`config.mk`:
```
export PLATFORM = sky130hd
export DESIGN_NAME = ifu_flat
export DESIGN_NICKNAME = d
export VERILOG_FILES = /design/src/rtl/ifu_if.sv /design/src/rtl/ifu.sv /design/src/flat_wrapper.sv
export SDC_FILE = /design/constraint.sdc
export NUM_CORES = 1
export LEC_CHECK = 0
export ABC_AREA = 1
export BUFFER_PORTS_ARGS = -buffer_cell sky130_fd_sc_hd__buf_2
export CAP_MARGIN = 20
export CORE_UTILIZATION = 52
export DETAILED_ROUTE_END_ITERATION = 6
export PLACE_DENSITY = 0.82
export SYNTH_ARGS = -nofsm -noshare
export SYNTH_HDL_FRONTEND = slang
export SYNTH_SLANG_ARGS = --single-unit
```
`constraint.sdc`:
```
create_clock -name clk -period 3.3 [get_ports clk]
set_input_delay 0.495 -clock clk [delete_from_list [all_inputs] [get_ports clk]]
set_output_delay 0.495 -clock clk [all_outputs]
set_load 0.01 [all_outputs]
```
`src/rtl/ifu_if.sv`:
```
// Instruction-memory bus between the fetch unit and the instruction memory.
// The fetch unit raises im_req with a stable im_addr; the memory answers with
// im_ack and the instruction word in the same cycle.
interface ifu_if;
    logic        im_req;
    logic [31:0] im_addr;
    logic        im_ack;
    logic [31:0] im_rdata;

    // Fetch-unit side: issues requests, receives data.
    modport master (
        output im_req,
        output im_addr,
        input  im_ack,
        input  im_rdata
    );

    // Memory side: receives requests, returns data.
    modport slave (
        input  im_req,
        input  im_addr,
        output im_ack,
        output im_rdata
    );
endinterface

```
`src/rtl/ifu.sv`:
```
// Instruction fetch unit for the single-cycle MIPS datapath.
// Holds the PC, fetches one instruction per step over the im bus, presents the
// decode fields to the controller and computes the next PC when the execute
// side retires. A misaligned jr target stops fetching until reset.
module ifu #(
    parameter logic [31:0] RESET_PC = 32'h0000_3000
) (
    input  logic        clk,
    input  logic        rst,
    ifu_if.master       im,
    output logic [31:0] instr,
    output logic [5:0]  op,
    output logic [5:0]  funct,
    output logic [31:0] pc,
    output logic [31:0] pc_plus4,
    output logic        instr_valid,
    input  logic        retire,
    input  logic [2:0]  npc_sel,
    input  logic [31:0] rs_data,
    output logic        fetch_err
);

    // Control states; 2'd3 is unreachable and recovers to FETCH.
    localparam logic [1:0] S_FETCH = 2'd0;
    localparam logic [1:0] S_EXEC  = 2'd1;
    localparam logic [1:0] S_HALT  = 2'd2;

    // Next-PC select codes driven by the controller.
    localparam logic [2:0] NPC_SEQ    = 3'b000;
    localparam logic [2:0] NPC_JUMP   = 3'b001;
    localparam logic [2:0] NPC_BRANCH = 3'b011;
    localparam logic [2:0] NPC_JR     = 3'b100;

    logic [1:0]  state;
    logic [1:0]  state_next;
    logic [31:0] npc;
    logic [31:0] branch_off;
    logic        npc_misaligned;
    logic        ack_take;
    logic        retire_take;

    // An ack only counts while fetching; a retire only counts while executing.
    assign ack_take    = (state == S_FETCH) && im.im_ack;
    assign retire_take = (state == S_EXEC) && retire;

    // Decode fields and link value are pure wiring off the held registers.
    assign op       = instr[31:26];
    assign funct    = instr[5:0];
    assign pc_plus4 = pc + 32'd4;

    // Bus outputs: the request is masked by reset so no fetch leaks out while
    // rst is asserted.
    assign im.im_req   = (state == S_FETCH) && !rst;
    assign im.im_addr  = pc;
    assign instr_valid = (state == S_EXEC);

    // Word-aligned, sign-extended branch displacement.
    assign branch_off = {{14{instr[15]}}, instr[15:0], 2'b00};

    // Next-PC selection; unknown codes fall back to sequential.
    always_comb begin
        // NOTE: default assignment first so every path drives npc and no latch is inferred.
        npc = pc_plus4;
        unique case (npc_sel)
            NPC_JUMP:   npc = {pc_plus4[31:28], instr[25:0], 2'b00};
            NPC_BRANCH: npc = pc_plus4 + branch_off;
            NPC_JR:     npc = rs_data;
            default:    npc = pc_plus4;
        endcase
    end

    // Only a jr can produce a target that is not word aligned.
    assign npc_misaligned = (npc[1:0] != 2'b00);

    // Next-state logic for the fetch/execute/halt sequence.
    always_comb begin
        state_next = state;
        case (state)
            S_FETCH: begin
                if (ack_take) state_next = S_EXEC;
            end
            S_EXEC: begin
                if (retire_take) state_next = npc_misaligned ? S_HALT : S_FETCH;
            end
            S_HALT: begin
                state_next = S_HALT;
            end
            default: begin
                state_next = S_FETCH;
            end
        endcase
    end

    // State register; reset has priority over every other event.
    always_ff @(posedge clk) begin
        // NOTE: non-blocking assignments for all clocked state so every register samples pre-edge values.
        if (rst) begin
            state <= S_FETCH;
        end else begin
            state <= state_next;
        end
    end

    // PC advances only on a retire with an aligned target.
    always_ff @(posedge clk) begin
        if (rst) begin
            pc <= RESET_PC;
        end else if (retire_take && !npc_misaligned) begin
            pc <= npc;
        end
    end

    // Instruction latch captures the word only on an accepted ack.
    always_ff @(posedge clk) begin
        if (rst) begin
            instr <= 32'd0;
        end else if (ack_take) begin
            instr <= im.im_rdata;
        end
    end

    // Sticky error flag for a misaligned jr target, cleared only by reset.
    always_ff @(posedge clk) begin
        if (rst) begin
            fetch_err <= 1'b0;
        end else if (retire_take && npc_misaligned) begin
            fetch_err <= 1'b1;
        end
    end

endmodule
```
`src/flat_wrapper.sv`:
```
// flat-port wrapper written by rule: the top's interface ports become plain ports
module ifu_flat 
#(
    parameter logic [31:0] RESET_PC = 32'h0000_3000
)
  (clk, rst, instr, op, funct, pc, pc_plus4, instr_valid, retire, npc_sel, rs_data, fetch_err, im_im_req, im_im_addr, im_im_ack, im_im_rdata);
  ifu_if im_i ();
  input  logic clk;
  input  logic rst;
  output logic [31:0] instr;
  output logic [5:0] op;
  output logic [5:0] funct;
  output logic [31:0] pc;
  output logic [31:0] pc_plus4;
  output logic instr_valid;
  input  logic retire;
  input  logic [2:0] npc_sel;
  input  logic [31:0] rs_data;
  output logic fetch_err;
  output wire logic [$bits(im_i.im_req)-1:0] im_im_req;
  output wire logic [$bits(im_i.im_addr)-1:0] im_im_addr;
  input wire logic [$bits(im_i.im_ack)-1:0] im_im_ack;
  input wire logic [$bits(im_i.im_rdata)-1:0] im_im_rdata;
  assign im_im_req = im_i.im_req;
  assign im_im_addr = im_i.im_addr;
  assign im_i.im_ack = im_im_ack;
  assign im_i.im_rdata = im_im_rdata;
  ifu #(.RESET_PC(RESET_PC)) u_core (.clk(clk), .rst(rst), .im(im_i), .instr(instr), .op(op), .funct(funct), .pc(pc), .pc_plus4(pc_plus4), .instr_valid(instr_valid), .retire(retire), .npc_sel(npc_sel), .rs_data(rs_data), .fetch_err(fetch_err));
endmodule
```
==> results.sh, run 1 <==
export IMPL_hold_class="input pin to flop"
export IMPL_finalSetupTns_ps=0
export IMPL_routed_wl_mm=25.9
export IMPL_cts_htree_levels=3
export IMPL_synth_cell_types=41
export IMPL_postRouteAntennaNets=0
export IMPL_synth_largest_area_cell="dfxtp_1"
export IMPL_yosysSeqAreaShare=0.206
export IMPL_fin_crit_sh=0.956
export IMPL_clock_sinks=67
export IMPL_grt_max_degree=36
export IMPL_grt_first_pass_wirelength_mm=38.8
export IMPL_ys_flop_type="dfxtp_1"
export IMPL_grt_ovfl_total=0
export IMPL_routedLengthMet1_mm=10.3
export IMPL_hpwlAfterDp_mm=20.8
export IMPL_viasPerCell=5.51
export IMPL_numCtsBuffers=9
export IMPL_top_layer_used="met4"
export IMPL_synth_top_area_share=0.206
export IMPL_maxSlewViolCount=0
export IMPL_row_count=40
export IMPL_fillerInstances=1167
export IMPL_peakVddDrop_mv=0.343
export IMPL_die_w_um=114
export IMPL_crit_start="u_core.im.im_addr[2]"
export IMPL_path_clk_slew_ps=70
export IMPL_reg2reg_from="u_core.im.im_addr[2]"
export IMPL_max_cap_violations=0
export IMPL_power_density_nw_per_um2=362
export IMPL_synth_area_um2=6500
export IMPL_dieArea_um2=13000
export IMPL_ys_top_cells_by_area="dfxtp_1, nand2_1, inv_1"
export IMPL_cp_max_fo=5
export IMPL_wl_met2_mm=11.5
export IMPL_cts_path_max_buffers=2
export IMPL_die_y_um=114
export IMPL_syn_to_final_growth_pct=28.0
export IMPL_antenna_found_initial=0
export IMPL_place_ws_ps=-90.5
export IMPL_arrival_ps=3360
export IMPL_violations="design-rule violations"
export IMPL_regArea_um2=1350
export IMPL_max_freq_ghz=0.317
export IMPL_p_leak_nw=4.66
export IMPL_stdcell_area_um2=8320
export IMPL_start_util=0.537
export IMPL_nets=1447
export IMPL_synth_warnings=0
export IMPL_cts_tree="yes"
export IMPL_num_antenna_cells=0
export IMPL_critPathLaunchType="flop"
export IMPL_clock_skew_ps=12.1
export IMPL_drive_above_1_share=0.268
export IMPL_tightest_slew_ps=901
export IMPL_rsz0062_at_grt="true"
export IMPL_endpoint_kind="flop"
export IMPL_clock_latency_ps=350
export IMPL_final_common_cell="nand2_1"
export IMPL_setup_ws_ps=147
export IMPL_first_pass_iters=7
export IMPL_synth_enable_flop_cells=0
export IMPL_grt_use_total=0.395
export IMPL_synth_avg_cell_area_um2=5.74
export IMPL_clock_root_buffer="clkbuf_16"
export IMPL_power_total_mw=3.01
export IMPL_worst_ep_required_time_ps=3500
export IMPL_finalSetupViolCount=0
export IMPL_status="finished with violations"
export IMPL_io_pins=214
export IMPL_min_from="im_im_rdata[18]"
export IMPL_vias=8332
export IMPL_synthArstFlopShare=0
export IMPL_numPortBuffers=213
export IMPL_synth_nets=1239
export IMPL_drt_iter0_drc=854
export IMPL_place_area_um2=7720
export IMPL_final_cell_mix="nand2_1, buf_2, inv_1"
export IMPL_wl_met3_mm=2.41
export IMPL_ys_ff_latch=67
export IMPL_post_route_drc_count=2
export IMPL_relSlewSlack=0.399
export IMPL_fin_crit_ps=3150
export IMPL_gp_congestion=1.02
export IMPL_synthCells=1132
export IMPL_drt_wirelength_per_cell_um=17.1
export IMPL_grt_pass1_vias=7371
export IMPL_multi_input_area_um2=4260
export IMPL_crit_type="flop to flop"
export IMPL_hold_violations=0
export IMPL_coreArea_um2=12100
## report_power, final
| group | switching (mW) | leakage, nW | internal, mW |
|---|---|---|---|
| Combinational | 0.516 | 3.93 | 0.311 |
| Sequential | 0.0817 | 0.551 | 0.868 |
| Clock | 0.411 | 0.182 | 0.823 |
| Total | 1.01 | 4.66 | 2.00 |
## metal layers
layer,vias to the layer above,GRT usage
met5,-,0
met4,0,0.239
met3,97,0.0622
met2,517,0.644
met1,3737,0.491
li1,3981,-
## critical path: stages, from the launching register on
cell and delay [ps]:
dfxtp_2 370, inv_1 110, nor2_2 180, buf_4 150, nand2_1 80, xor2_1 330
inv_1 120, ha_1 340, nand2_1 150, inv_1 70, a21oi_1 220, nand2_1 170
or2_2 300, nand3_1 70, o2111ai_1 140, nand2_1 120, a21oi_1 80
## sequential cells by signal (all words and copies together) (netlist names)
register	flops
u_core.instr	32
u_core.fetch_err	1
u_core.im.im_addr	32
u_core.state	2
## path summary, 6_finish.rpt
path / end / slack, ps / cells past startpoint
worst max-delay path: u_core.im.im_addr[9] / 150 / 16
worst min-delay path: u_core.instr[18] / 390 / 3
worst max register to register: u_core.im.im_addr[9] / 150 / 16
worst min register to register: u_core.fetch_err / 470 / 2
## Yosys cell counts, drive strengths merged (2+ instances only)
cell type and n:
nand2 330, inv 166, nor2 155, nand3 72
dfxtp 67, a21oi 65, o21ai 63, buf 56
ha 35, nand4 21, clkbuf 18, nor3 16
xor2 13, a221oi 10, nand3b 7, or2 6
o2111ai 5, o21bai 5, a21o 3, and2 3
xnor2 3, a22o 2, nor4 2, o21a 2
## what timing repair did
item	in CTS	in global routing
endpoints found under the setup margin	11	23
gates cloned	0	0
setup buffers	0	2
pin swaps	0	3
hold buffers	0	0
resized for setup	5	53
## cell families (layout without fill, tap and decap cells)
logic type      count (synthesis)  in the layout  share of synthesized area
compound gates                160            160                      0.140
buf+inv                       240            453                      0.169
simple gates                  613            613                      0.393
flops                          67             67                      0.206
xor+xnor                       16             16                     0.0216
fa+ha+maj                      36             36                     0.0704
## metrics by stage
step	util	instances	hold slack (ps)
CTS	0.670	1511	398
global route	0.687	1513	410
finish	0.687	1513	392
detailed placement	0.638	1495	455
floorplan	-	1132	503
global placement	0.638	1495	456
## final cells by class
type | instances | area share
Clock inverter | 7 | 0.0179
Clock buffer | 9 | 0.0271
Tap cell | 168 | 0.0253
Timing Repair Buffer | 271 | 0.180
Inverter | 166 | 0.0749
Sequential cell | 67 | 0.162
Multi-Input combinational cell | 825 | 0.512
(Power assumes the default switching activity.)
==> run 2: changes to the inputs <==
CELL_PAD_IN_SITES_DETAIL_PLACEMENT = 1   (was not set)
CELL_PAD_IN_SITES_GLOBAL_PLACEMENT = 2   (was not set)
CORE_UTILIZATION = 26   (was 52)
PLACE_DENSITY = not set   (was 0.82)
PLACE_DENSITY_LB_ADDON = 0.1   (was not set)
RECOVER_POWER = 25   (was not set)
==> results.sh, run 2 (synthesized netlist as in run 1, its figures left out) <==
export IMPL_status="finished clean"
export IMPL_grt_use_total=0.260
export IMPL_vias=8347
export IMPL_dieArea_um2=25600
export IMPL_numPortBuffers=213
export IMPL_post_route_drc_count=0
export IMPL_fin_cells=1737
export IMPL_grt_max_degree=35
export IMPL_row_count=57
export IMPL_p_leak_nw=4.81
export IMPL_max_freq_ghz=0.323
export IMPL_peakVddDrop_mv=0.284
export IMPL_fin_crit_ps=3100
export IMPL_gp_congestion=0.893
export IMPL_routed_wl_mm=33.2
export IMPL_die_w_um=160
export IMPL_use_met1=0.327
export IMPL_hold_ws_ps=395
export IMPL_hold_violations=0
export IMPL_fin_crit_sh=0.939
export IMPL_start_util=0.267
export IMPL_finalSetupTns_ps=0
export IMPL_clock_sinks=67
export IMPL_cp_max_fo=5
export IMPL_hpwlAfterDp_mm=27.6
export IMPL_grt_met3_usage=0.0481
export IMPL_worst_ep_required_time_ps=3500
export IMPL_relSlewSlack=0.296
export IMPL_endpoint_kind="flop"
export IMPL_crit_type="flop to flop"
export IMPL_power_density_nw_per_um2=334
export IMPL_syn_to_final_growth_pct=38.4
export IMPL_antenna_found_initial=0
export IMPL_first_pass_iters=4
export IMPL_maxSlewViolCount=0
export IMPL_coreArea_um2=24400
export IMPL_cts_htree_levels=3
export IMPL_drt_iter0_drc=382
export IMPL_cts_tree="yes"
export IMPL_postRouteAntennaNets=0
export IMPL_cts_hold_buf=0
export IMPL_die_y_um=160
export IMPL_grt_pass1_vias=8533
export IMPL_finalSetupViolCount=0
export IMPL_drive_above_1_share=0.280
export IMPL_place_ws_ps=-60.1
export IMPL_tightest_slew_ps=1060
export IMPL_final_common_cell="nand2_1"
export IMPL_numCtsBuffers=9
export IMPL_nets=1513
export IMPL_cts_path_max_buffers=2
export IMPL_io_pins=214
export IMPL_fillerInstances=3363
export IMPL_setup_ws_ps=203
export IMPL_clock_latency_ps=350
export IMPL_clock_root_buffer="clkbuf_16"
export IMPL_grt_first_pass_wirelength_mm=50.1
export IMPL_viasPerCell=4.81
export IMPL_met2_usage=0.443
export IMPL_arrival_ps=3300
export IMPL_grt_ovfl_total=0
export IMPL_path_clk_slew_ps=70
export IMPL_critPathLaunchType="flop"
export IMPL_dp_cells=1717
export IMPL_drt_wirelength_per_cell_um=19.1
export IMPL_grt_busiest_layer="met2"
export IMPL_hold_class="input pin to flop"
export IMPL_final_cell_mix="nand2_1, buf_2, inv_1"
export IMPL_clock_skew_ps=13.4
export IMPL_max_cap_violations=0
[run 2: metal layers]
metal  routed length, um  share of wire
met3                1780          0.054
met5                   0              0
met4                 952          0.029
met2               15700           0.47
met1               14800           0.45
[run 2: what timing repair did]
action                     CTS  global route
setup endpoints to repair    4            23
gates resized for setup      4            74
buffers inserted             0             2
pin swaps                    0             7
[run 2: metrics by stage]
| stage | area, um2 | utilization | power (mW) |
|---|---|---|---|
| floorplan | 6500 | - | 1.44 |
| global placement | 8410 | 0.345 | 1.86 |
| detailed placement | 8410 | 0.345 | 1.87 |
| CTS | 8760 | 0.359 | 3.01 |
| global route | 9000 | 0.369 | 3.16 |
| finish | 9000 | 0.369 | 3.01 |
[run 2: report_power, final]
part	internal (mW)	switching (mW)	leakage [nW]	total [mW]
registers	0.867	0.0703	0.552	0.938
clock network	0.677	0.457	0.159	1.13
logic	0.357	0.579	4.10	0.936
total	1.90	1.11	4.81	3.01
[run 2: final cells by class]
cell class / instances / area, um2 / area share
multi-input cells: 825 / 4350 / 0.484
repair buffers: 337 / 1940 / 0.215
clock buffers: 9 / 225 / 0.0250
diodes: 2 / 5.00 / 0.000556
clock inverters: 7 / 105 / 0.0117
flip-flops and latches: 67 / 1350 / 0.150
inverters: 166 / 623 / 0.0692
well taps: 324 / 405 / 0.0450
[run 2: worst max-delay path, stage by stage (launching register included)]
cell and delay (ps):
dfxtp_1 360, inv_1 80, nor2_2 150, buf_4 160, nand2_1 150, xor2_2 250
buf_4 150, inv_1 70, ha_4 300, nand2_1 100, nor2_1 160, nand3_1 140
nand2_1 180, nand2_1 90, nand2_2 110, a21oi_1 70, o21ai_0 80, nand4_1 200
nand2_1 110, nand2_1 50
[run 2: worst paths after layout]
kind	startpoint	to	slack, ps	cells past startpoint
setup / recovery	u_core.im.im_addr[2]	u_core.im.im_addr[13]	200	19
hold / removal	im_im_rdata[22]	u_core.instr[22]	400	3
setup reg to reg	u_core.im.im_addr[2]	u_core.im.im_addr[13]	200	19
hold reg to reg	u_core.fetch_err	u_core.fetch_err	470	2
==> run 3: changes to the inputs <==
==> constraint.sdc (replaced) <==
create_clock -name clk -period 3.3 [get_ports clk]
set_input_delay 0.825 -clock clk [delete_from_list [all_inputs] [get_ports clk]]
set_output_delay 0.825 -clock clk [all_outputs]
set_load 0.01 [all_outputs]
==> results.sh, run 3 (synthesized netlist as in run 1, its figures left out) <==
export IMPL_cts_htree_levels=3
export IMPL_antenna_found_initial=2
export IMPL_stdcell_area_um2=8980
export IMPL_status="finished clean"
export IMPL_place_ws_ps=-67.5
export IMPL_critPathLaunchType="flop"
export IMPL_hold_class="flop to flop"
export IMPL_hold_violations=0
export IMPL_worst_ep_required_time_ps=3540
export IMPL_vias=8246
export IMPL_numPortBuffers=213
export IMPL_finalSetupViolCount=0
export IMPL_postRouteAntennaNets=0
export IMPL_max_freq_ghz=0.319
export IMPL_tightest_slew_ps=1010
export IMPL_row_count=57
export IMPL_p_leak_nw=4.78
export IMPL_start_util=0.267
export IMPL_cts_tree="yes"
export IMPL_drt_wirelength_per_cell_um=18.8
export IMPL_die_w_um=160
export IMPL_multi_input_area_um2=4340
export IMPL_coreArea_um2=24400
export IMPL_regArea_um2=1350
export IMPL_routed_wl_mm=32.6
export IMPL_power_density_nw_per_um2=317
export IMPL_drt_iter0_drc=395
export IMPL_path_clk_slew_ps=70
export IMPL_final_core_util=0.368
export IMPL_grt_ovfl_total=0
export IMPL_post_route_drc_count=0
export IMPL_die_y_um=160
export IMPL_cp_max_fo=5
export IMPL_peakVddDrop_mv=0.194
export IMPL_rsz0062_at_grt="true"
export IMPL_clock_skew_ps=11.0
export IMPL_min_from="u_core.fetch_err"
export IMPL_first_pass_iters=5
export IMPL_drive_above_1_share=0.283
export IMPL_relSlewSlack=0.329
export IMPL_hpwlAfterDp_mm=27.2
export IMPL_syn_to_final_growth_pct=38.2
export IMPL_gp_congestion=0.859
export IMPL_fillerInstances=3346
export IMPL_grt_max_degree=37
export IMPL_clock_root_buffer="clkbuf_16"
export IMPL_viasPerCell=4.74
export IMPL_final_common_cell="nand2_1"
export IMPL_endpoint_kind="flop"
export IMPL_fin_crit_ps=3140
export IMPL_reg2reg_from="u_core.im.im_addr[3]"
export IMPL_clock_latency_ps=350
export IMPL_grt_first_pass_wirelength_mm=49.2
export IMPL_nets=1519
export IMPL_crit_type="flop to flop"
export IMPL_clock_sinks=67
export IMPL_grt_use_total=0.255
export IMPL_fin_crit_sh=0.951
export IMPL_max_cap_violations=0
export IMPL_arrival_ps=3380
export IMPL_num_antenna_cells=0
export IMPL_dieArea_um2=25600
export IMPL_maxSlewViolCount=0
export IMPL_place_area_um2=8450
export IMPL_crit_start="u_core.im.im_addr[3]"
export IMPL_numCtsBuffers=9
export IMPL_setup_ws_ps=163
export IMPL_cts_path_max_buffers=2
export IMPL_final_cell_mix="nand2_1, buf_2, inv_1"
export IMPL_io_pins=214
export IMPL_grt_pass1_vias=8346
[run 3: cell types whose count changed in the layout (fill, tap and decap cells not counted), sizes merged, moves of 2 or more]
cell,change
diode,-2
clkinv,+3
buf,+6
bufinv,-2
[run 3: metal layers]
layer | GRT usage | share of wire
met1 | 0.327 | 0.45
met2 | 0.429 | 0.46
met3 | 0.0447 | 0.056
met4 | 0.0857 | 0.030
met5 | 0 | 0.00049
[run 3: path summary, 6_finish.rpt]
check / to / slack, ps / cells after the start
min: u_core.fetch_err / 470 / 2
min reg2reg: u_core.fetch_err / 470 / 2
max: u_core.im.im_addr[11] / 160 / 18
max reg2reg: u_core.im.im_addr[11] / 160 / 18
[run 3: stage by stage]
stage               setup TNS (ps)  total power, mW  instances  hold slack (ps)
floorplan                        0             1.44       1132              503
global placement                 0             1.86       1722              458
detailed placement           -67.5             1.87       1722              459
CTS                          -6.16             2.86       1738              476
global route                  -155             3.01       1741              501
finish                           0             2.85       1741              471
[run 3: worst max-delay path: stages (launching register included)]
cell and delay, ps:
dfxtp_1 360, ha_2 200, nand2_2 100, nor2_4 140
nand2_1 150, xor2_2 200, inv_1 110, ha_1 340
nand2_1 160, inv_1 60, nand2_1 60, nand2_1 90
inv_1 70, nand3_1 240, or2_2 360, nand3_1 70
nand4_1 170, nand2_1 100, inv_1 40
[run 3: area by class of cell]
cell class              count  area share
multi-input cells         825       0.483
clock buffers              10      0.0266
well taps                 324      0.0451
repair buffers            343       0.221
flip-flops and latches     67       0.150
inverters                 166      0.0693
clock inverters             6     0.00529
[run 3: report_power, final]
group | total [mW] | leakage [nW] | switching (mW) | internal [mW]
sequential | 0.936 | 0.552 | 0.0688 | 0.868
combinational | 0.929 | 4.09 | 0.574 | 0.355
clock | 0.983 | 0.145 | 0.443 | 0.540
[run 3: timing repair]
| action | in CTS | in global routing |
|---|---|---|
| hold buffers | 0 | 0 |
| pin swaps | 0 | 11 |
| resized for setup | 4 | 74 |
| buffers inserted | 0 | 3 |
| setup endpoints to repair | 5 | 22 |
| cloned | 0 | 0 |
